--- config.mk ---
export PLATFORM = sky130hd
export DESIGN_NAME = demux_1x4_stream_flat
export DESIGN_NICKNAME = d
export VERILOG_FILES = /design/src/rtl/demux_1x4_stream_pkg.sv /design/src/rtl/demux_1x4_stream_if.sv /design/src/rtl/demux_1x4_stream_slot.sv /design/src/rtl/demux_1x4_stream.sv /design/src/flat_wrapper.sv
export SDC_FILE = /design/constraint.sdc
export NUM_CORES = 1
export LEC_CHECK = 0
export ABC_AREA = 1
export ABC_CLOCK_PERIOD_IN_PS = 1800
export CAP_MARGIN = 20
export CORE_ASPECT_RATIO = 1.5
export CORE_UTILIZATION = 24
export CTS_BUF_LIST = sky130_fd_sc_hd__clkbuf_16
export CTS_CLUSTER_SIZE = 30
export DETAILED_ROUTE_END_ITERATION = 12
export HOLD_SLACK_MARGIN = 0.15
export PLACE_DENSITY = 0.49
export SLEW_MARGIN = 25
export SYNTH_ARGS = -nofsm -noshare
export SYNTH_HDL_FRONTEND = slang
export SYNTH_SLANG_ARGS = --single-unit
--- constraint.sdc ---
create_clock -name clk -period 1.8 [get_ports clk]
set_clock_uncertainty 0.1 [all_clocks]
set_input_delay 0.45 -clock clk [delete_from_list [all_inputs] [get_ports clk]]
set_output_delay 0.45 -clock clk [all_outputs]
set_load 0.005 [all_outputs]
--- src/rtl/demux_1x4_stream_pkg.sv ---
// Shared types and constants for the 1-to-4 stream demultiplexer.
// Channel select type, slot states and the select decoder.
package demux_pkg;

    localparam int NUM_CH     = 4;
    localparam int DATA_W_DEF = 8;

    typedef logic [1:0] ch_sel_t;

    typedef enum logic {
        SLOT_EMPTY = 1'b0,
        SLOT_FULL  = 1'b1
    } slot_state_t;

    function automatic logic [NUM_CH-1:0] sel_onehot(
        input ch_sel_t sel
    );
        logic [NUM_CH-1:0] oh;
        oh      = '0;
        oh[sel] = 1'b1;
        return oh;
    endfunction

endpackage

--- src/rtl/demux_1x4_stream_if.sv ---
// Upstream and per-channel downstream handshake bundle for the
// 1-to-4 stream demultiplexer.
interface demux_1x4_stream_if
    import demux_pkg::*;
#(
    parameter int DATA_W = DATA_W_DEF
) ();

    logic                       in_valid;
    ch_sel_t                    in_sel;
    logic [DATA_W-1:0]          in_data;
    logic                       in_ready;
    logic [NUM_CH-1:0]          out_valid;
    logic [NUM_CH*DATA_W-1:0]   out_data;
    logic [NUM_CH-1:0]          out_ready;
    logic                       busy;

    modport dut (
        input  in_valid,
        input  in_sel,
        input  in_data,
        output in_ready,
        output out_valid,
        output out_data,
        input  out_ready,
        output busy
    );

    modport tb (
        output in_valid,
        output in_sel,
        output in_data,
        input  in_ready,
        input  out_valid,
        input  out_data,
        output out_ready,
        input  busy
    );

endinterface

--- src/rtl/demux_1x4_stream_slot.sv ---
// One-entry holding slot for a single output channel.
// A load always wins over a drain in the same cycle.
module demux_slot
    import demux_pkg::*;
#(
    parameter int DATA_W = DATA_W_DEF
) (
    input  logic              clk,
    input  logic              rst_n,
    input  logic              load,
    input  logic [DATA_W-1:0] load_data,
    output logic              out_valid,
    output logic [DATA_W-1:0] out_data,
    input  logic              out_ready
);

    slot_state_t       state;
    slot_state_t       state_nxt;
    logic [DATA_W-1:0] data_q;

    always_ff @(posedge clk or negedge rst_n) begin
        if (!rst_n) begin
            state <= SLOT_EMPTY;
        end else begin
            state <= state_nxt;
        end
    end

    // Word register only moves on a load; empty slots keep stale data.
    always_ff @(posedge clk or negedge rst_n) begin
        if (!rst_n) begin
            data_q <= '0;
        end else if (load) begin
            data_q <= load_data;
        end
    end

    always_comb begin
        state_nxt = state;
        unique case (state)
            SLOT_EMPTY: begin
                if (load) begin
                    state_nxt = SLOT_FULL;
                end
            end
            SLOT_FULL: begin
                if (!load && out_ready) begin
                    state_nxt = SLOT_EMPTY;
                end
            end
        endcase
    end

    assign out_valid = (state == SLOT_FULL);
    assign out_data  = data_q;

endmodule

--- src/rtl/demux_1x4_stream.sv ---
// Registered 1-to-4 stream demultiplexer with one slot per channel
// and independent per-channel backpressure.
module demux_1x4_stream
    import demux_pkg::*;
#(
    parameter int DATA_W = DATA_W_DEF
) (
    input logic            clk,
    input logic            rst_n,
    demux_1x4_stream_if.dut bus
);

    logic [NUM_CH-1:0] valid_vec;
    logic [NUM_CH-1:0] load_vec;
    logic              accept;

    logic [DATA_W-1:0] data_vec [NUM_CH];

    // Only the addressed slot gates the upstream; others never stall it.
    assign bus.in_ready = !valid_vec[bus.in_sel]
                       || bus.out_ready[bus.in_sel];

    assign accept   = bus.in_valid && bus.in_ready;
    assign load_vec = sel_onehot(bus.in_sel) & {NUM_CH{accept}};

    for (genvar i = 0; i < NUM_CH; i++) begin : g_slot
        demux_slot #(
            .DATA_W(DATA_W)
        ) u_slot (
            .clk      (clk),
            .rst_n    (rst_n),
            .load     (load_vec[i]),
            .load_data(bus.in_data),
            .out_valid(valid_vec[i]),
            .out_data (data_vec[i]),
            .out_ready(bus.out_ready[i])
        );

        assign bus.out_data[i*DATA_W +: DATA_W] = data_vec[i];
    end

    assign bus.out_valid = valid_vec;
    assign bus.busy      = |valid_vec;

endmodule

--- src/flat_wrapper.sv ---
// flat-port wrapper written by rule: the top's interface ports become plain ports
module demux_1x4_stream_flat import demux_pkg::*;
#(
    parameter int DATA_W = DATA_W_DEF
)
  (clk, rst_n, bus_in_valid, bus_in_sel, bus_in_data, bus_in_ready, bus_out_valid, bus_out_data, bus_out_ready, bus_busy);
  demux_1x4_stream_if #(.DATA_W(DATA_W)) bus_i ();
  input logic clk;
  input logic rst_n;
  input wire logic [$bits(bus_i.in_valid)-1:0] bus_in_valid;
  input wire logic [$bits(bus_i.in_sel)-1:0] bus_in_sel;
  input wire logic [$bits(bus_i.in_data)-1:0] bus_in_data;
  output wire logic [$bits(bus_i.in_ready)-1:0] bus_in_ready;
  output wire logic [$bits(bus_i.out_valid)-1:0] bus_out_valid;
  output wire logic [$bits(bus_i.out_data)-1:0] bus_out_data;
  input wire logic [$bits(bus_i.out_ready)-1:0] bus_out_ready;
  output wire logic [$bits(bus_i.busy)-1:0] bus_busy;
  assign bus_i.in_valid = bus_in_valid;
  assign bus_i.in_sel = bus_in_sel;
  assign bus_i.in_data = bus_in_data;
  assign bus_in_ready = bus_i.in_ready;
  assign bus_out_valid = bus_i.out_valid;
  assign bus_out_data = bus_i.out_data;
  assign bus_i.out_ready = bus_out_ready;
  assign bus_busy = bus_i.busy;
  demux_1x4_stream #(.DATA_W(DATA_W)) u_core (.clk(clk), .rst_n(rst_n), .bus(bus_i));
endmodule
==> results of run 1 <==
## worst register-to-register path: stages, from the launching register on
cell and delay [ps]:
dfrtp_1 380, nand2_1 80, nand2_1 50, nand2_1 70, nand2_2 90, nand2_8 80, buf_8 240, nand3_4 190
nand2_1 110, nand2_1 50
## power by group
| group | total [uW] | switching [uW] | internal, uW |
|---|---|---|---|
| clock network | 819 | 321 | 498 |
| registers | 1060 | 92.6 | 963 |
| logic | 697 | 291 | 406 |
## cell type report
type / count / area [um^2] / area share (%)
sequential: 36 / 901 / 34.9
multi-input combinational: 126 / 697 / 27.0
clock buffer: 5 / 125 / 4.85
timing repair buffer: 74 / 719 / 27.9
inverter: 7 / 28.8 / 1.12
clock inverter: 3 / 11.3 / 0.436
tap: 78 / 97.6 / 3.78
## cell usage after synthesis (all sizes together)
cell / n / area, um^2
clkinv: 1 / 3.75
nand3: 7 / 90.1
o21ai: 4 / 20.0
nand2: 78 / 324
nor2: 4 / 43.8
nand4: 33 / 206
inv: 6 / 25.0
dfrtp: 36 / 901
buf: 13 / 123
## cells by family after synthesis
group	share of synthesized area, %
and+or+nand+nor	38.3
DFF	51.9
buffers and inverters	8.72
AOI/OAI and AO/OA	1.15
## per-layer routing
metal,vias up,track usage (%),routed length (um)
li1,751,-,-
met2,48,23.2,2400
met3,7,2.56,238
met4,0,5.88,93
met5,-,0,0
met1,719,18.1,2240
## state kept, by name, summed over array words and instances (netlist names)
register                        cells
u_core.g_slot.u_slot.out_valid      4
u_core.g_slot.u_slot.out_data      32
## stage by stage
step	power [uW]	utilization, %
floorplan	1320	-
global placement	1770	34.8
detailed placement	1780	34.8
CTS	2600	37.0
global route	2710	37.2
finish	2570	37.2
## repair_timing
item	CTS	global route
gates resized for setup	16	12
pin swaps	3	5
buffers inserted	1	0
setup endpoints to repair	38	41
## how the worst min path moves through the flow
stage / from / end / slack [ps] / depth (start not counted)
after floorplan: rst_n / u_core.g_slot[0].u_slot.out_data[0] / 50 / 0
after CTS: u_core.g_slot[0].u_slot.out_data[1] / u_core.g_slot[0].u_slot.out_data[1] / 380 / 2
after global placement: u_core.g_slot[2].u_slot.out_data[3] / u_core.g_slot[2].u_slot.out_data[3] / 360 / 2
after detailed placement: u_core.g_slot[0].u_slot.out_data[1] / u_core.g_slot[0].u_slot.out_data[1] / 360 / 2
final: u_core.g_slot[0].u_slot.out_data[1] / u_core.g_slot[0].u_slot.out_data[1] / 370 / 2
after global routing: u_core.g_slot[0].u_slot.out_data[1] / u_core.g_slot[0].u_slot.out_data[1] / 390 / 2
==> flow_metrics.py, run 1 <==
metrics = {
    "final_layout": {
        "area_growth_pct": 48.6,
        "finalNetCount": 267,
        "fillCellCount": 725,
        "design_area_um2": 2580,
        "diodes": 0,
        "layout-drive-gt1-share_pct": 19.1,
        "layout_common_cells": "nand2_1, clkdlybuf4s50_1, dfrtp_1",
        "fin_cells": 329,
        "layout_commonest_cell": "nand2_1",
    },
    "die": {
        "die_area_um2": 7590,
        "core_area_um2": 6940,
        "fp.dieW_um": 71.5,
        "initial_core_util_pct": 25.0,
        "core.rowCount": 37,
        "io_pins": 55,
        "die_h_um": 106,
    },
    "sta": {
        "setup_viol": 0,
        "fmax_ghz": 0.567,
        "fin_crit_sh_pct": 98.0,
        "grt_setup_unrepaired": "yes",
        "min_period_ps": 1760,
        "worst_slew_pin_slew_ps": 263,
        "slew_violations": 0,
        "hold_viol_final": 0,
        "slew_headroom_pct": 82.4,
        "hold-worst-slack_ps": 369,
        "fin_ws_ps": 35.8,
        "tns_ps": 0,
    },
    "clocking": {
        "clk_latency_ps": 280,
        "cts.sinks": 36,
        "ctsHoldBuffers": 0,
        "clk_pin_slew_ps": 50,
        "cts_max_path_buffers": 2,
        "cts_tree": "yes",
        "cts_htree_levels": 2,
        "cts-buffers-inserted": 5,
        "root_buffer": "clkbuf_16",
    },
    "detailed_routing": {
        "num_vias": 1525,
        "vias_per_cell": 4.64,
        "wl_um": 4970,
        "detail_route.drc_violations": 0,
        "drtIter0Drc": 50,
        "drtAntennaViolNets": 0,
        "drt_first_pass_iters": 6,
        "wl_per_cell_um": 15.1,
    },
    "setup_path": {
        "r2r_cells": 9,
        "cp-end-kind": "primary output",
        "cp_num_buf_inv": 2,
        "cp-endpoint": "bus_out_valid[1]",
        "rr_endpoint": "u_core.g_slot[3].u_slot.out_data[3]",
        "cp_data_arrival_time_ps": 1210,
        "path_depth": 2,
        "crit_family": "buffers and inverters",
        "crit_required_ps": 1250,
        "crit_type": "reg2out",
        "slowest_delay_ps": 430,
        "crit_slowest_cell": "clkdlybuf4s50_1",
        "cp_max_fo": 2,
        "start_kind": "flip-flop",
        "r2r_slack_ps": 260,
        "cp-startpoint": "u_core.g_slot[1].u_slot.out_valid",
        "crit_chain": "buf_4, clkdlybuf4s50_1",
        "rr_startpoint": "u_core.g_slot[3].u_slot.out_valid",
    },
    "placed_design": {
        "port_buffers": 54,
        "gp_congestion": 0.730,
        "place_area_um2": 2420,
        "pre_cts_slack_ps": -742,
        "hpwl_um": 3450,
        "place_inst": 320,
    },
    "grt": {
        "overflow": 0,
        "grt_pass1_vias": 1526,
        "antenna_found_initial": 0,
        "grt_pass1_wl_um": 8050,
        "grt_max_degree": 37,
        "track_usage_pct": 14.1,
    },
    "synthesis": {
        "ys_warn_count": 0,
        "ys_ff_latch": 36,
        "syn_area_per_cell_um2": 9.54,
        "yosysSeqAreaShare_pct": 51.9,
        "syn_area_um2": 1740,
        "synthCells": 182,
        "syn-num-nets": 199,
        "synth_cell_type_count": 22,
    },
    "power_and_ir_drop": {
        "ir_drop_mv": 0.332,
        "p_leak_uw": 0.00128,
        "power_density_nw_per_um2": 997,
    },
    "outcome": {
        "status": "finished clean",
    },
    "run": {
        "maxCapViolCount": 0,
    },
    "hold_path": {
        "hold_path.class": "reg2reg",
    },
}
Power figures use the tool's default switching activity.
==> run 2: changes to the inputs <==
--- a/config.mk
+++ b/config.mk
@@ -5,7 +5,6 @@
 export SDC_FILE = /design/constraint.sdc
 export NUM_CORES = 1
 export LEC_CHECK = 0
-export ABC_AREA = 1
 export ABC_CLOCK_PERIOD_IN_PS = 1800
 export CAP_MARGIN = 20
 export CORE_ASPECT_RATIO = 1.5
@@ -14,8 +13,10 @@
 export CTS_CLUSTER_SIZE = 30
 export DETAILED_ROUTE_END_ITERATION = 12
 export HOLD_SLACK_MARGIN = 0.15
-export PLACE_DENSITY = 0.49
+export PLACE_DENSITY = 0.51
+export SKIP_LAST_GASP = 1
 export SLEW_MARGIN = 25
 export SYNTH_ARGS = -nofsm -noshare
 export SYNTH_HDL_FRONTEND = slang
 export SYNTH_SLANG_ARGS = --single-unit
+export TNS_END_PERCENT = 20
==> flow_metrics.py, run 2 <==
metrics = {
    "outcome": {
        "status": "finished, violations left",
        "violations": "negative setup slack",
    },
    "final_layout": {
        "layout_commonest_cell": "clkdlybuf4s50_1",
        "diodes": 0,
        "largest_reg_flops": 32,
        "area_growth_pct": 65.6,
        "layout-drive-gt1-share_pct": 38.4,
        "final_core_util_pct": 41.1,
        "fin_cells": 236,
        "design_area_um2": 2380,
        "layout_common_cells": "clkdlybuf4s50_1, dfrtp_1, mux2_2",
        "finalNetCount": 180,
    },
    "synthesis": {
        "yosys-top-cells-count": "dfrtp_1, mux2_2, buf_4, nand2_1, nand2b_1",
        "async_flop_share_pct": 100,
        "synth_top_area_share_pct": 62.7,
        "yosysTopAreaCell": "dfrtp_1",
        "ys.flop_type": "dfrtp_1",
        "ys_ff_latch": 36,
        "syn_area_per_cell_um2": 15.6,
        "synth_area_leaders": "dfrtp_1, mux2_2, buf_4",
        "synth_most_common_cell": "dfrtp_1",
        "ys_warn_count": 0,
        "syn_area_um2": 1440,
        "syn-num-nets": 109,
        "synthCells": 92,
        "synth_cell_type_count": 14,
        "yosysSeqAreaShare_pct": 62.7,
        "synth_edf_count": 0,
    },
    "clocking": {
        "ctsHoldBuffers": 0,
        "clk_pin_slew_ps": 50,
        "cts_max_path_buffers": 2,
        "cts_tree": "yes",
        "root_buffer": "clkbuf_16",
        "cts-buffers-inserted": 5,
        "cts.sinks": 36,
        "cts_htree_levels": 2,
        "clk_latency_ps": 270,
    },
    "detailed_routing": {
        "drtAntennaViolNets": 0,
        "wl_um": 3570,
        "detail_route.drc_violations": 0,
        "vias_per_cell": 4.33,
        "num_vias": 1022,
        "wl_per_cell_um": 15.1,
        "drt_first_pass_iters": 4,
        "drtIter0Drc": 15,
    },
    "grt": {
        "grt_pass1_wl_um": 5800,
        "overflow": 0,
        "grt_max_degree": 37,
        "track_usage_pct": 12.6,
        "grt_pass1_vias": 1115,
        "antenna_found_initial": 0,
    },
    "sta": {
        "slew_violations": 0,
        "fmax_ghz": 0.513,
        "slew_headroom_pct": 87.1,
        "hold_viol_final": 0,
        "worst_slew_pin_slew_ps": 194,
        "min_period_ps": 1950,
        "grt_setup_unrepaired": "yes",
        "fin_ws_ps": -149,
        "fin_crit_sh_pct": 108,
        "setup_viol": 3,
    },
    "placed_design": {
        "place_inst": 224,
        "place_area_um2": 2160,
        "gp_congestion": 0.756,
        "port_buffers": 54,
        "hpwl_um": 2610,
    },
    "setup_path": {
        "cp_data_arrival_time_ps": 1400,
        "start_kind": "flip-flop",
        "cp_max_fo": 2,
        "r2r_slack_ps": 120,
        "cp-end-kind": "primary output",
        "crit_type": "reg2out",
        "crit_required_ps": 1250,
    },
    "power_and_ir_drop": {
        "power_density_nw_per_um2": 1110,
        "p_leak_uw": 0.00104,
        "ir_drop_mv": 0.400,
    },
    "hold_path": {
        "hold_path.class": "reg2reg",
    },
    "die": {
        "die_h_um": 96.8,
        "initial_core_util_pct": 24.8,
        "io_pins": 55,
        "core.rowCount": 34,
        "die_area_um2": 6300,
        "fp.dieW_um": 65.2,
        "core_area_um2": 5790,
    },
    "run": {
        "maxCapViolCount": 0,
    },
}
## run 2: cell type report
class | count | area, um^2
Clock buffer | 5 | 125
Clock inverter | 3 | 37.5
Fill cell | 576 | 3410
Multi-Input combinational cell | 50 | 523
Sequential cell | 36 | 901
Tap cell | 72 | 90.1
Timing Repair Buffer | 70 | 702
## run 2: final timing paths
| check | from | end | cells after the start |
|---|---|---|---|
| worst max-delay path | u_core.g_slot[1].u_slot.out_valid | bus_in_ready | 4 |
| worst min-delay path | u_core.g_slot[2].u_slot.out_data[6] | u_core.g_slot[2].u_slot.out_data[6] | 1 |
| worst max register to register | u_core.g_slot[1].u_slot.out_valid | u_core.g_slot[1].u_slot.out_data[4] | 7 |
| worst min register to register | u_core.g_slot[2].u_slot.out_data[6] | u_core.g_slot[2].u_slot.out_data[6] | 1 |
| max in group asynchronous | rst_n | u_core.g_slot[0].u_slot.out_data[6] | 2 |
| min in group asynchronous | rst_n | u_core.g_slot[1].u_slot.out_valid | 2 |
## run 2: routing by layer
| metal | GRT usage [%] | routed length [um] |
|---|---|---|
| met5 | 0 | 0 |
| met4 | 6.35 | 100 |
| met3 | 3.54 | 194 |
| met2 | 22.8 | 2010 |
| met1 | 12.8 | 1270 |
## run 2: cells by family after synthesis
group                  count (synthesis)  synth area share (%)
AOI/OAI and AO/OA                      1                 0.348
buffers and inverters                  6                  2.96
DFF                                   36                  62.7
muxes                                 33                  26.7
and+or+nand+nor                       16                  7.32
## run 2: worst max-delay path: stages (launching register included)
cell and delay (ps):
dfrtp_1 390, buf_6 120, nand2b_4 50, mux4_2 440, buf_2 140
## run 2: stage by stage
| stage | setup TNS [ps] | power (uW) | hold WS (ps) | setup slack, ps |
|---|---|---|---|---|
| global placement | -10590 | 1700 | 390 | -677 |
| finish | -226 | 2640 | 402 | -149 |
| detailed placement | -11030 | 1720 | 395 | -698 |
| global route | -444 | 2780 | 413 | -175 |
| floorplan | 0 | 1250 | 54.4 | 179 |
| CTS | -293 | 2680 | 408 | -141 |
## run 2: power breakdown
part,total (uW),switching [uW],internal (uW)
sequential,1060,86.6,970
combinational,645,187,458
clock,934,292,642
total,2640,566,2070
## run 2: what timing repair did
action                                 in CTS  in global routing
buffers inserted                            4                  0
endpoints found under the hold margin       0                  0
resized for setup                          20                  2
setup endpoints to repair                  34                 11
==> run 3: changes to the inputs <==
--- a/config.mk
+++ b/config.mk
@@ -15,7 +15,7 @@
 export HOLD_SLACK_MARGIN = 0.15
 export PLACE_DENSITY = 0.51
 export SKIP_LAST_GASP = 1
-export SLEW_MARGIN = 25
+export SLEW_MARGIN = 0
 export SYNTH_ARGS = -nofsm -noshare
 export SYNTH_HDL_FRONTEND = slang
 export SYNTH_SLANG_ARGS = --single-unit
==> results of run 3 <==
No change in the layout: final DEF, timing and power equal those of run 2.
